$ cat src/rtl/ir_sense_ctrl_pkg.sv
// Shared state encoding, default timing constants and sizing helpers
// for the IR line-sensor controller.
package ir_pkg;

   typedef enum logic [1:0] {
      IDLE   = 2'd0,
      SETTLE = 2'd1,
      SAMPLE = 2'd2,
      OFF    = 2'd3
   } irState_t;

   localparam int SETTLE_CYC_DEF = 64;
   localparam int OFF_CYC_DEF    = 960;
   localparam int DBNC_DEF       = 3;

   function automatic int maxInt(input int a, input int b);
      return (a > b) ? a : b;
   endfunction

   // The phase counter only ever counts to max-1, so clog2 of the larger
   // interval is enough; a width of at least one bit keeps degenerate
   // parameterisations legal.
   function automatic int phaseWidth(input int settleCyc, input int offCyc);
      int w;
      w = $clog2(maxInt(settleCyc, offCyc));
      return (w < 1) ? 1 : w;
   endfunction

endpackage

$ cat src/rtl/ir_sense_ctrl_if.sv
// Control and status bundle between the IR sensor controller and its host;
// the host side drives enable, raw sensor lines and the counter clear.
interface ir_sense_ctrl_if;

   logic       en;
   logic       lftIR_n;
   logic       cntrIR_n;
   logic       rghtIR_n;
   logic       clr_cnt;
   logic       IR_en;
   logic       lft_ir;
   logic       cntr_ir;
   logic       rght_ir;
   logic       cntr_rise;
   logic       smpl_vld;
   logic [3:0] line_cnt;

   modport master (
      output en, lftIR_n, cntrIR_n, rghtIR_n, clr_cnt,
      input  IR_en, lft_ir, cntr_ir, rght_ir, cntr_rise, smpl_vld, line_cnt
   );

   modport slave (
      input  en, lftIR_n, cntrIR_n, rghtIR_n, clr_cnt,
      output IR_en, lft_ir, cntr_ir, rght_ir, cntr_rise, smpl_vld, line_cnt
   );

endinterface

$ cat src/rtl/ir_sense_ctrl_dbnc.sv
// One sensor channel: 2-flop synchronizer on the raw active-low input followed
// by a consecutive-sample debounce filter that only advances on a sample strobe.
module ir_dbnc
   import ir_pkg::*;
#(
   parameter int DBNC = DBNC_DEF
) (
   input  logic clk,
   input  logic rst,
   input  logic i_rawN,
   input  logic i_smplStb,
   output logic o_filt
);

   logic       r_sync1;
   logic       r_sync2;
   logic       r_filt;
   logic [2:0] r_cnt;
   logic       w_smpl;
   logic [2:0] w_cntInc;

   assign w_smpl   = ~r_sync2;
   assign w_cntInc = r_cnt + 3'd1;

   always_ff @(posedge clk) begin
      if (rst) begin
         r_sync1 <= 1'b1;
         r_sync2 <= 1'b1;
      end else begin
         r_sync1 <= i_rawN;
         r_sync2 <= r_sync1;
      end
   end

   // Any agreeing sample restarts the run; DBNC disagreeing samples in a row flip the output.
   always_ff @(posedge clk) begin
      if (rst) begin
         r_filt <= 1'b0;
         r_cnt  <= 3'd0;
      end else if (i_smplStb) begin
         if (w_smpl == r_filt) begin
            r_cnt <= 3'd0;
         end else if (w_cntInc == 3'(DBNC)) begin
            r_filt <= ~r_filt;
            r_cnt  <= 3'd0;
         end else begin
            r_cnt <= w_cntInc;
         end
      end
   end

   assign o_filt = r_filt;

endmodule

$ cat src/rtl/ir_sense_ctrl.sv
// IR sensor sequencer: powers the emitters on a settle/sample/off schedule,
// debounces the three line sensors once per period and counts centre-line crossings.
module ir_sense_ctrl
   import ir_pkg::*;
#(
   parameter int SETTLE_CYC = SETTLE_CYC_DEF,
   parameter int OFF_CYC    = OFF_CYC_DEF,
   parameter int DBNC       = DBNC_DEF
) (
   input  logic           clk,
   input  logic           rst,
   ir_sense_ctrl_if.slave bus
);

   localparam int              PH_W        = phaseWidth(SETTLE_CYC, OFF_CYC);
   localparam logic [PH_W-1:0] SETTLE_LAST = PH_W'(SETTLE_CYC - 1);
   localparam logic [PH_W-1:0] OFF_LAST    = PH_W'(OFF_CYC - 1);

   irState_t        r_state;
   irState_t        w_nextState;
   logic [PH_W-1:0] r_phase;
   logic [PH_W-1:0] w_phaseNext;
   logic            w_irEnNext;
   logic            w_smplStb;
   logic            r_irEn;
   logic            r_smplVld;
   logic            w_lftIr;
   logic            w_cntrIr;
   logic            w_rghtIr;
   logic            r_cntrPrev;
   logic            w_cntrRise;
   logic [3:0]      r_lineCnt;

   always_ff @(posedge clk) begin
      if (rst) begin
         r_state <= IDLE;
         r_phase <= '0;
      end else begin
         r_state <= w_nextState;
         r_phase <= w_phaseNext;
      end
   end

   // Dropping en aborts from any state, including a sample in progress.
   always_comb begin
      w_nextState = r_state;
      if (!bus.en) begin
         w_nextState = IDLE;
      end else begin
         case (r_state)
            IDLE:    w_nextState = SETTLE;
            SETTLE:  if (r_phase == SETTLE_LAST) w_nextState = SAMPLE;
            SAMPLE:  w_nextState = OFF;
            OFF:     if (r_phase == OFF_LAST) w_nextState = SETTLE;
            default: w_nextState = IDLE;
         endcase
      end
   end

   always_comb begin
      w_irEnNext  = (w_nextState == SETTLE) || (w_nextState == SAMPLE);
      w_smplStb   = (r_state == SAMPLE) && bus.en;
      w_phaseNext = '0;
      if ((w_nextState == r_state) && (r_state != IDLE)) begin
         w_phaseNext = r_phase + PH_W'(1);
      end
   end

   // IR_en is registered from the next state so it lines up exactly with SETTLE/SAMPLE.
   always_ff @(posedge clk) begin
      if (rst) begin
         r_irEn    <= 1'b0;
         r_smplVld <= 1'b0;
      end else begin
         r_irEn    <= w_irEnNext;
         r_smplVld <= w_smplStb;
      end
   end

   ir_dbnc #(.DBNC(DBNC)) u_lftDbnc (
      .clk       (clk),
      .rst       (rst),
      .i_rawN    (bus.lftIR_n),
      .i_smplStb (w_smplStb),
      .o_filt    (w_lftIr)
   );

   ir_dbnc #(.DBNC(DBNC)) u_cntrDbnc (
      .clk       (clk),
      .rst       (rst),
      .i_rawN    (bus.cntrIR_n),
      .i_smplStb (w_smplStb),
      .o_filt    (w_cntrIr)
   );

   ir_dbnc #(.DBNC(DBNC)) u_rghtDbnc (
      .clk       (clk),
      .rst       (rst),
      .i_rawN    (bus.rghtIR_n),
      .i_smplStb (w_smplStb),
      .o_filt    (w_rghtIr)
   );

   assign w_cntrRise = w_cntrIr & ~r_cntrPrev;

   // A clear arriving together with a crossing wins, leaving the count at zero.
   always_ff @(posedge clk) begin
      if (rst) begin
         r_cntrPrev <= 1'b0;
         r_lineCnt  <= 4'd0;
      end else begin
         r_cntrPrev <= w_cntrIr;
         if (bus.clr_cnt) begin
            r_lineCnt <= 4'd0;
         end else if (w_cntrRise) begin
            r_lineCnt <= r_lineCnt + 4'd1;
         end
      end
   end

   assign bus.IR_en     = r_irEn;
   assign bus.smpl_vld  = r_smplVld;
   assign bus.lft_ir    = w_lftIr;
   assign bus.cntr_ir   = w_cntrIr;
   assign bus.rght_ir   = w_rghtIr;
   assign bus.cntr_rise = w_cntrRise;
   assign bus.line_cnt  = r_lineCnt;

endmodule

$ cat src/flat_wrapper.sv
// flat-port wrapper written by rule: the top's interface ports become plain ports
module ir_sense_ctrl_flat import ir_pkg::*;
#(
   parameter int SETTLE_CYC = SETTLE_CYC_DEF,
   parameter int OFF_CYC    = OFF_CYC_DEF,
   parameter int DBNC       = DBNC_DEF
)
  (clk, rst, bus_en, bus_lftIR_n, bus_cntrIR_n, bus_rghtIR_n, bus_clr_cnt, bus_IR_en, bus_lft_ir, bus_cntr_ir, bus_rght_ir, bus_cntr_rise, bus_smpl_vld, bus_line_cnt);
  ir_sense_ctrl_if bus_i ();
  input  logic clk;
  input  logic rst;
  input wire logic [$bits(bus_i.en)-1:0] bus_en;
  input wire logic [$bits(bus_i.lftIR_n)-1:0] bus_lftIR_n;
  input wire logic [$bits(bus_i.cntrIR_n)-1:0] bus_cntrIR_n;
  input wire logic [$bits(bus_i.rghtIR_n)-1:0] bus_rghtIR_n;
  input wire logic [$bits(bus_i.clr_cnt)-1:0] bus_clr_cnt;
  output wire logic [$bits(bus_i.IR_en)-1:0] bus_IR_en;
  output wire logic [$bits(bus_i.lft_ir)-1:0] bus_lft_ir;
  output wire logic [$bits(bus_i.cntr_ir)-1:0] bus_cntr_ir;
  output wire logic [$bits(bus_i.rght_ir)-1:0] bus_rght_ir;
  output wire logic [$bits(bus_i.cntr_rise)-1:0] bus_cntr_rise;
  output wire logic [$bits(bus_i.smpl_vld)-1:0] bus_smpl_vld;
  output wire logic [$bits(bus_i.line_cnt)-1:0] bus_line_cnt;
  assign bus_i.en = bus_en;
  assign bus_i.lftIR_n = bus_lftIR_n;
  assign bus_i.cntrIR_n = bus_cntrIR_n;
  assign bus_i.rghtIR_n = bus_rghtIR_n;
  assign bus_i.clr_cnt = bus_clr_cnt;
  assign bus_IR_en = bus_i.IR_en;
  assign bus_lft_ir = bus_i.lft_ir;
  assign bus_cntr_ir = bus_i.cntr_ir;
  assign bus_rght_ir = bus_i.rght_ir;
  assign bus_cntr_rise = bus_i.cntr_rise;
  assign bus_smpl_vld = bus_i.smpl_vld;
  assign bus_line_cnt = bus_i.line_cnt;
  ir_sense_ctrl #(.SETTLE_CYC(SETTLE_CYC), .OFF_CYC(OFF_CYC), .DBNC(DBNC)) u_core (.clk(clk), .rst(rst), .bus(bus_i));
endmodule
$ cat config.mk
export PLATFORM = sky130hd
export DESIGN_NAME = ir_sense_ctrl_flat
export DESIGN_NICKNAME = d
export VERILOG_FILES = /design/src/rtl/ir_sense_ctrl_pkg.sv /design/src/rtl/ir_sense_ctrl_if.sv /design/src/rtl/ir_sense_ctrl_dbnc.sv /design/src/rtl/ir_sense_ctrl.sv /design/src/flat_wrapper.sv
export SDC_FILE = /design/constraint.sdc
export NUM_CORES = 1
export LEC_CHECK = 0
export CORE_ASPECT_RATIO = 2
export CORE_MARGIN = 4
export CORE_UTILIZATION = 45
export CTS_CLUSTER_SIZE = 14
export DETAILED_ROUTE_END_ITERATION = 6
export GPL_TIMING_DRIVEN = 0
export PLACE_DENSITY = 0.62
export SLEW_MARGIN = 15
export SYNTH_ARGS = -nofsm -noshare
export SYNTH_HDL_FRONTEND = slang
export SYNTH_HIERARCHICAL = 1
export SYNTH_SLANG_ARGS = --single-unit
$ cat constraint.sdc
create_clock -name clk -period 2.1 [get_ports clk]
set_input_delay 0.21 -clock clk [delete_from_list [all_inputs] [get_ports clk]]
set_output_delay 0.21 -clock clk [all_outputs]
set_load 0.02 [all_outputs]
==> impl_results.md, run 1 <==
* R2R Setup Slk at roughly 0.29 ns
* Final number of max-transition violations at 0
* Core box area at between 3000 and 4000 um^2
* Tightest Pin Transition at 1.07 ns
* RePlAce Congestion at approximately 0.80
* Resize count post-CTS at 0
* Final period util at 0.934
* Wire per inst at between 10 and 15 um
* Synth Instances at between 150 and 200
* Crit Path Category: reg -> out
* GR Util All Layers at 0.156
* Top-area cell type share of the netlist area at 0.442
* Worst setup SP type: register
* Worst setup margin at 0.138 ns
* VDD IR-drop max at 425 uV
* Detail Placement HPWL at ~2.4 mm
* Setup violations, final at 0
* Antenna viol nets, final at 0
* Delay of the slowest cell on the worst path at about 0.67 ns
* Vias in the first global route at 1282
* Seq. cell area at roughly 740 um^2
* Synth cell count leaders: 37 x dfxtp_1, 12 x nor2_1, 10 x xnor2_1, 9 x inv_1, 9 x nor3_1
* Global-route wire length before repair at approximately 5.6 mm
* Area of the multi-input gates at around 900 um^2
* I/O pin total at 17
* Largest net degree at the start of global routing at 31
* Unrepaired setup endpoints after global routing: no
* CTS tree: built
* Seq cells post-synth at 37
* CP Max Fanout at 5
* Crit end category: primary output
* Yosys warns at 6
* Asr flop ratio synth at 0
* Critical-path top delay cell: clkdlybuf4s50_1
* Worst-skew pair later-pin latency at between 0.2 and 0.3 ns
* Total CTS buffers at 5
* H-tree depth at 2
* Distinct cells, synth at 33
* Core Util, Final at 0.550
* DR iter-0 viols at 26
* Area of the die at 4820 um^2
* FMAX at approximately 500 MHz
* Pwr Density at 627 nW/um^2
* Die Ht at 94.3 um
* DRC viols at 0
* Critical Path RT at 1.89 ns
* Predominant post-synthesis flop cell: dfxtp_1
* Post CTS Setup Buffer Count at 0
* Status: finished clean
* Leakage at about 0.7 nW
* Nets at 210
* EDFF count, synth at 0
* Die W at about 51 um
* Sum Neg Setup Slack at 0 ns
* R2R depth at 4
* Main area contributors after synthesis: dfxtp_1 44%, ha_1 6.0%, xnor2_1 5.2%
* Initial antenna violation count at 0
* Crit path DAT at 1.75 ns
* Slew headroom at 0.284
* Fill cells at about 360
* Hold Fails Final Rpt at 0
* Seq/Total Area, Yosys at 0.442
* Launching point of the worst reg2reg path: u_core/r_state[1]
* Post-Layout Inst Area at 1980 um^2
* Crit-path cells: nor2b_1 -> clkbuf_1 -> clkdlybuf4s50_1
* Net count after synthesis at 187
* CTS max path bufs at 2
* Hold path depth at 1
* Diode count at 0
* Site Rows at 31
* Minimum clock period at between 1.5 and 2 ns
* Router iterations before antenna repair at 4
* Placed Area at 1900 um^2
* Mean Syn Cell Area at just under 10 um^2
* Initial core utilization at 0.464
* CTS Sinks at 37
* Clock transition at path regs at ~0.06 ns
* Gr ovfl total at 0
* Most frequent cell after synthesis: dfxtp_1
* Worst hold path startpoint: u_core/u_lftDbnc/r_sync1
* Area growth syn-to-layout at 18.4%
* Share of cells above drive strength 1 at 0.133
* IO buf count at 16
* Hold-fix buffers at CTS at 0
* Routed via count at roughly 1300
* Hold Path End: u_core/u_lftDbnc/r_sync2
* Min Hold Slack at 0.407 ns
* Post-Route WL at around 3.2 mm
* Place WS at -0.175 ns
* Hold crit path type: reg -> reg
* Synth area leader: dfxtp_1
* Worst Skew at approximately 0.0047 ns
* Synth Cell Area at roughly 1700 um^2
* R2r endpoint: u_core/u_lftDbnc/o_filt
* Via/cell ratio at approximately 5.2
* Max-Cap Viols at 0
* Root buffer cell: clkbuf_8
how the worst max path moves through the flow:
stage	start	endpoint	slack, ns	cells past startpoint
5_1_grt	u_core/u_cntrDbnc/o_filt	bus_cntr_rise	0.004	3
3_5_place_dp	rst	u_core/r_phase[8]	-0.17	5
2_1_floorplan	u_core/u_cntrDbnc/o_filt	u_core/bus.line_cnt[3]	0.64	5
3_3_place_gp	rst	u_core/r_phase[8]	-0.10	5
6_report	u_core/u_cntrDbnc/o_filt	bus_cntr_rise	0.14	3
4_1_cts	u_core/u_cntrDbnc/o_filt	bus_cntr_rise	0.09	3
sequential cells by signal, summed over array words and instances, names as in the netlist:
register	cells
u_core/u_cntrDbnc/r_sync2	1
u_core/u_cntrDbnc/o_filt	1
u_core/bus.smpl_vld	1
u_core/u_rghtDbnc/o_filt	1
u_core/bus.IR_en	1
u_core/u_rghtDbnc/r_sync2	1
u_core/r_cntrPrev	1
u_core/u_lftDbnc/r_sync1	1
u_core/u_lftDbnc/r_cnt	3
u_core/r_state	2
u_core/u_lftDbnc/o_filt	1
u_core/u_cntrDbnc/r_sync1	1
u_core/u_lftDbnc/r_sync2	1
u_core/r_phase	10
u_core/u_rghtDbnc/r_cnt	3
u_core/bus.line_cnt	4
u_core/u_rghtDbnc/r_sync1	1
u_core/u_cntrDbnc/r_cnt	3
per-layer routing:
| metal | up-vias | global-route usage | wire, um |
|---|---|---|---|
| met5 | - | 0 | 0 |
| met4 | 0 | 0.0899 | 82 |
| met3 | 7 | 0.0461 | 103 |
| met2 | 21 | 0.284 | 1830 |
| met1 | 589 | 0.147 | 1200 |
| li1 | 643 | - | - |
logic make-up after synthesis:
logic type | Yosys count | synth area share
AO/OA/AOI/OAI | 21 | 0.0911
XOR/XNOR | 17 | 0.0889
adder cells (fa/ha/maj) | 8 | 0.0597
buffers and inverters | 12 | 0.0314
flip-flops | 37 | 0.442
multiplexers | 2 | 0.0119
AND/OR/NAND/NOR | 75 | 0.275
layout make-up:
class	instances	area share
clock buffer	7	0.0435
inverter	9	0.0170
buffer	3	0.00946
multi-input combinational	123	0.445
tap	49	0.0309
sequential	37	0.374
timing repair buffer	16	0.0808
report_power, final:
part	total (mW)	switching, mW	internal [mW]
registers	0.713	0.00339	0.710
clock network	0.489	0.229	0.260
logic	0.0409	0.0209	0.0200
total	1.24	0.253	0.990
through the flow:
| step | total power, mW | cells |
|---|---|---|
| floorplan | 0.744 | 172 |
| global placement | 0.769 | 237 |
| detailed placement | 0.771 | 237 |
| CTS | 1.27 | 244 |
| global route | 1.30 | 244 |
| finish | 1.24 | 244 |
cell usage in the layout, fill, tap and decap left out, types with 3 or more instances in the layout:
master	count
nor2b_1	5
clkdlybuf4s50_1	16
nand4_1	6
a21oi_2	3
a21oi_1	3
nand2_2	3
nor3_1	9
o21ai_0	3
a31o_2	4
xnor2_1	10
nor3b_1	6
xor2_1	7
nand2b_1	7
or2_2	6
dfxtp_1	37
nand4b_1	3
nand3b_1	3
inv_1	9
or3_1	3
ha_1	8
clkbuf_8	6
o32ai_1	3
a31oi_1	3
nand2_1	5
nor2_1	12
worst max-delay path, delay by kind of cell, from the launching register on:
kind          cells  cell delay [ns]
buf+inv           2             0.93
flops             1             0.40
simple gates      1             0.15
No activity file was read; power rests on OpenSTA's default activity.
==> run 2, diff against run 1 <==
Settings changed: CORE_MARGIN 4 to default.
==> run 2 against run 1 <==
  * Clock-buffer cell count unchanged
  * Register-to-register slack improved by 0.02 ns
  * Flip-flop and latch count unchanged
  * Non-clock buffer count unchanged
  * Critical endpoint unchanged
  * Final cell count increased by 0.41%
  * Setup slack improved by 0.021 ns
  * Utilization increased by 1.4 points
  * Hold slack improved by 0.0093 ns
==> impl_results.md, run 2 (synthesis gave the netlist of run 1 again) <==
* Status: finished clean
* Hold-fix buffers at CTS at 0 (unchanged)
* Hold Fails Final Rpt at 0 (unchanged)
* Critical-path top delay cell: clkdlybuf4s50_1
* Crit end category: primary output
* IO buf count at 16 (unchanged)
* Die Ht at 88.3 um (-6.4%)
* Tightest Pin Transition at 1.06 ns (-0.00977 ns)
* Crit path DAT at 1.73 ns (-0.02 ns)
* Core Util, Final at 0.564 (+0.0144)
* Crit-path cells: nor2b_1 -> clkbuf_1 -> clkdlybuf4s50_1
* Core box area at 3570 um^2 (-1.1%)
* CTS tree: built
* Post CTS Setup Buffer Count at 0 (unchanged)
* Final number of max-transition violations at 0 (unchanged)
* Worst Skew at 0.00632 ns (+0.00164 ns)
* Share of cells above drive strength 1 at 0.138 (+0.00442)
* Gate power share at 0.030 (-0.003)
* Area growth syn-to-layout at 20.2%
* Routed via count at 1271 (+0.87%)
* CTS max path bufs at 2 (unchanged)
* Resize count post-CTS at 0 (unchanged)
* Initial core utilization at 0.469 (+0.00505)
* Switching Power at 264 uW (+4.2%)
* Worst setup SP type: register
* Int Pwr at 1.12 mW (+13%)
* Met2 Track Usage GR at 0.339 (+0.0541)
* Diode count at 0 (unchanged)
* Global routing usage on met3 at 0.0429 (-0.00325)
* DRC viols at 0 (unchanged)
* Slew headroom at 0.290 (+0.00653)
* VDD IR-drop max at 416 uV (-2.1%)
* Leakage at 0.694 nW (+2.1%)
* Switch share at 0.191 (-0.0126)
* Router iterations before antenna repair at 4 (unchanged)
* Setup violations, final at 0 (unchanged)
* Crit Path Category: reg -> out
* GR Util All Layers at 0.177 (+0.0214)
* Nets at 210 (unchanged)
* Antenna viol nets, final at 0 (unchanged)
* Via/cell ratio at 5.19 (+0.46%)
* Minimum clock period at 1.94 ns (-0.0210 ns)
* Critical Path RT at 1.89 ns (about the same)
* Clock transition at path regs at 0.07 ns (about the same)
* I/O pin total at 17 (unchanged)
* Initial antenna violation count at 0 (unchanged)
* Final period util at 0.924 (-0.00999)
* DR iter-0 viols at 13 (-50%)
* Detail Placement HPWL at 2.27 mm (-4.3%)
* RePlAce Congestion at 0.702 (-12%)
* GRT busiest layer: met2
* Worst-skew pair later-pin latency at 0.28 ns (about the same)
* GR Util met1 at 0.161 (+0.0139)
* Area of the die at 3990 um^2 (-17%)
* CTS Sinks at 37 (unchanged)
* Delay of the slowest cell on the worst path at 0.66 ns (about the same)
* Max-Cap Viols at 0 (unchanged)
* Most frequent cells in the layout: 37 x dfxtp_1, 16 x clkdlybuf4s50_1, 12 x nor2_1, 10 x xnor2_1
* Clock power frac at 0.454 (+0.061)
* Total CTS buffers at 5 (unchanged)
* Site Rows at 31 (unchanged)
* Unrepaired setup endpoints after global routing: no
* Largest net degree at the start of global routing at 31 (unchanged)
* FMAX at 515 MHz (+1.1%)
* Die W at 45.1 um (-12%)
* Wire per inst at 12.5 um (-5.1%)
* Placed Area at 1900 um^2 (unchanged)
* Pwr Density at 685 nW/um^2 (+9.4%)
* Vias in the first global route at 1229 (-4.1%)
* Leading cell type in the layout, fill and taps excluded: dfxtp_1
* Largest Register: u_core/r_phase
* Max reg flops at 10 (unchanged)
* H-tree depth at 2 (unchanged)
* Post-Layout Inst Area at 2010 um^2 (+1.5%)
* Reg power frac at 0.517 (-0.057)
* CP Max Fanout at 5 (unchanged)
* Global-route wire length before repair at 5.17 mm (-7.3%)
* Gr ovfl total at 0 (unchanged)
* Hold crit path type: reg -> reg
* Root buffer cell: clkbuf_8
* Post-Route WL at 3.06 mm (-4.8%)
==> run 2: changes by cell type in the layout (fill, tap and decap cells not counted), sizes merged <==
cell,before,now
bufinv,0,1
==> run 2: metrics by stage <==
step	cells	hold slack [ns]	worst slack, ns	TNS (ns)	power, mW
finish	245	0.416	0.159	0	1.38
global route	245	0.433	0.0384	0	1.44
CTS	245	0.423	0.133	0	1.40
detailed placement	237	0.402	-0.156	-1.36	0.771
global placement	237	0.391	-0.0824	-0.742	0.769
floorplan	172	0.272	0.639	0	0.744
==> run 2: worst paths after layout <==
kind | start | end | slack, ns | cells past startpoint
worst max-delay path | u_core/u_cntrDbnc/o_filt | bus_cntr_rise | 0.16 | 3
worst min-delay path | u_core/u_rghtDbnc/r_sync1 | u_core/u_rghtDbnc/r_sync2 | 0.42 | 1
worst max register to register | u_core/r_state[1] | u_core/u_cntrDbnc/o_filt | 0.31 | 4
worst min register to register | u_core/u_rghtDbnc/r_sync1 | u_core/u_rghtDbnc/r_sync2 | 0.42 | 1
==> run 2: area by class of cell <==
type | instances | area [um^2]
clock buffer | 7 | 86.3
buffer | 3 | 18.8
multi-input combinational | 123 | 882
inverter | 9 | 33.8
timing repair buffer | 16 | 160
fill | 346 | 1560
tap | 49 | 61.3
clock inverter | 1 | 30.0
sequential | 37 | 741
==> run 2: metal layers <==
| layer | wire (um) | vias to the layer above |
|---|---|---|
| li1 | - | 646 |
| met2 | 1760 | 10 |
| met1 | 1180 | 609 |
| met3 | 57 | 6 |
| met4 | 70 | 0 |
| met5 | 0 | - |
==> run 2: power by group through the flow <==
stage	clock, mW	sequential (mW)	combinational (mW)
finish	0.626	0.713	0.0413
global route	0.683	0.713	0.0449
CTS	0.646	0.713	0.0419
detailed placement	0	0.729	0.0419
global placement	0	0.729	0.0399
floorplan	0	0.729	0.0144
==> run 2: critical path, delay by kind of cell, from the launching register on <==
family | cells | cell delay, ns
buffers and inverters | 2 | 0.91
flip-flops | 1 | 0.40
AND/OR/NAND/NOR | 1 | 0.15
==> run 3, diff against run 2 <==
Settings changed: CTS_BUF_LIST from default to sky130_fd_sc_hd__clkbuf_4 sky130_fd_sc_hd__clkbuf_8 sky130_fd_sc_hd__clkbuf_16, PLACE_DENSITY 0.62 to 0.66.
==> run 3 against run 2 <==
  * Non-clock buffer count stayed put
  * Sequential power hardly changed
  * Clock-buffer cell count stayed put
  * Flip-flop and latch count stayed put
  * Setup slack better by 0.0032 ns
  * Maximum frequency is 0.16% higher
  * Combinational power is 2% lower
  * Die area stayed put
  * Critical path type unchanged
==> impl_results.md, run 3 (synthesis gave the netlist of run 1 again) <==
* Largest Register: u_core/r_phase
* R2r endpoint: u_core/u_lftDbnc/o_filt
* Post-Route WL at 2.91 mm (-5.0%)
* Initial antenna violation count at 0 (unchanged)
* Most frequent cells in the layout: 37 x dfxtp_1, 16 x clkdlybuf4s50_1, 12 x nor2_1, 10 x xnor2_1
* H-tree depth at 2 (unchanged)
* Initial core utilization at 0.469 (unchanged)
* Router iterations before antenna repair at 4 (unchanged)
* Critical Path RT at 1.89 ns (about the same)
* Total power at 1.25 mW (-9.2%)
* Routed via count at 1267 (-0.31%)
* Share of cells above drive strength 1 at 0.138 (+0.000706)
* Critical Path Source: u_core/u_cntrDbnc/o_filt
* Minimum clock period at 1.94 ns (-0.00315 ns)
* Slew headroom at 0.318 (+0.0278)
* Wire per inst at 11.9 um (-4.6%)
* GR Util met1 at 0.173 (+0.0121)
* Area growth syn-to-layout at 18.6%
* I/O pin total at 17 (unchanged)
* CP endpoint: bus_cntr_rise
* Post CTS Setup Buffer Count at 0 (unchanged)
* CTS max path bufs at 2 (unchanged)
* Antenna viol nets, final at 0 (unchanged)
* CTS Sinks at 37 (unchanged)
* Clock transition at path regs at 0.07 ns (about the same)
* Root buffer cell: clkbuf_8
* Status: finished clean
* Unrepaired setup endpoints after global routing: no
* Switching Power at 250 uW (-5.0%)
* Clock power frac at 0.399 (-0.055)
* Gr ovfl total at 0 (unchanged)
* Diode count at 0 (unchanged)
* GR Util All Layers at 0.174 (-0.00344)
* Die Ht at 88.3 um (unchanged)
* Worst setup SP type: register
* Gate power share at 0.032 (+0.002)
* R2R Setup Slk at 0.33 ns (+0.02 ns)
* Total CTS buffers at 5 (unchanged)
* VDD IR-drop max at 500 uV (+20%)
* Via/cell ratio at 5.19 (about the same)
* Vias in the first global route at 1240 (+0.90%)
* Site Rows at 31 (unchanged)
* Hold Fails Final Rpt at 0 (unchanged)
* Max-Cap Viols at 0 (unchanged)
* Hold crit path type: reg -> reg
* Largest net degree at the start of global routing at 31 (unchanged)
* Pwr Density at 631 nW/um^2 (-8.0%)
* CTS tree: built
* Max reg flops at 10 (unchanged)
* DRC viols at 0 (unchanged)
* Die W at 45.1 um (unchanged)
* Nets at 210 (unchanged)
* Int Pwr at 1.00 mW (-10%)
* Global-route wire length before repair at 5.13 mm (-0.68%)
* Worst-skew pair later-pin latency at 0.28 ns (about the same)
* FMAX at 516 MHz (+0.16%)
* Reg power frac at 0.569 (+0.052)
* Sum Neg Setup Slack at 0 ns (unchanged)
* Hold-fix buffers at CTS at 0 (unchanged)
* Met2 Track Usage GR at 0.315 (-0.0237)
* Non-Filler Instances at 244 (-0.41%)
* Crit path DAT at 1.73 ns (about the same)
* Crit end category: primary output
* Core box area at 3570 um^2 (unchanged)
* Global routing usage on met3 at 0.0429 (unchanged)
* Resize count post-CTS at 0 (unchanged)
* RePlAce Congestion at 0.813 (+16%)
* Cell count after placement at 237 (unchanged)
* Crit Path Category: reg -> out
* Leakage at 0.684 nW (-1.5%)
* Leading cell type in the layout, fill and taps excluded: dfxtp_1
* Final number of max-transition violations at 0 (unchanged)
* Final period util at 0.923 (-0.00150)
* GRT busiest layer: met2
* R2R depth at 4 (unchanged)
* CP Max Fanout at 5 (unchanged)
* Switch share at 0.200 (+0.00878)
* DR iter-0 viols at 18 (+5)
* IO buf count at 16 (unchanged)
* Setup violations, final at 0 (unchanged)
* Launching point of the worst reg2reg path: u_core/r_state[1]
* Detail Placement HPWL at 2.14 mm (-5.6%)
* Area of the die at 3990 um^2 (unchanged)
* Tightest Pin Transition at 1.02 ns (-0.0415 ns)
* Worst Skew at 0.00436 ns (-0.00196 ns)
-- run 3: power by group through the flow --
stage	Clock (mW)	Sequential [mW]	Combinational, mW
floorplan	0	0.729	0.0144
global placement	0	0.729	0.0401
detailed placement	0	0.729	0.0409
CTS	0.520	0.713	0.0411
global route	0.546	0.713	0.0450
finish	0.500	0.713	0.0403
-- run 3: layout make-up --
cell class	count	area, um^2
plain buffers	3	18.8
fillers	356	1580
well taps	49	61.3
multi-input cells	123	882
clock buffers	7	90.1
flip-flops and latches	37	741
inverters	9	33.8
repair buffers	16	160
-- run 3: critical path, stage by stage (launching register included) --
cell	delay, ns
dfxtp_1	0.42
nor2b_1	0.15
clkbuf_1	0.23
clkdlybuf4s50_1	0.65
-- run 3: per-layer routing --
layer | routed length, um | vias to the layer above | share of wire
li1 | - | 641 | -
met5 | 0 | - | 0
met1 | 1140 | 603 | 0.39
met2 | 1620 | 19 | 0.56
met3 | 100 | 4 | 0.034
met4 | 54 | 0 | 0.019
-- run 3: worst min-delay path by stage --
stage | end | slack, ns | cells after the start | from
floorplan | u_core/u_cntrDbnc/o_filt | 0.27 | 1 | rst
global placement | u_core/u_lftDbnc/r_sync2 | 0.40 | 1 | u_core/u_lftDbnc/r_sync1
detailed placement | u_core/u_cntrDbnc/r_sync2 | 0.40 | 1 | u_core/u_cntrDbnc/r_sync1
CTS | u_core/u_lftDbnc/r_sync2 | 0.42 | 1 | u_core/u_lftDbnc/r_sync1
global route | u_core/u_cntrDbnc/r_sync2 | 0.42 | 1 | u_core/u_cntrDbnc/r_sync1
finish | u_core/u_cntrDbnc/r_sync2 | 0.41 | 1 | u_core/u_cntrDbnc/r_sync1
-- run 3: through the flow --
| step | instance area (um^2) | setup slack [ns] | hold WS, ns | utilization |
|---|---|---|---|---|
| 4_1_cts | 1990 | 0.134 | 0.416 | 0.557 |
| 2_1_floorplan | 1680 | 0.639 | 0.272 | - |
| 3_3_place_gp | 1900 | -0.0754 | 0.395 | 0.532 |
| 3_5_place_dp | 1900 | -0.148 | 0.400 | 0.532 |
| 6_report | 1990 | 0.162 | 0.411 | 0.557 |
| 5_1_grt | 1990 | 0.00467 | 0.423 | 0.557 |
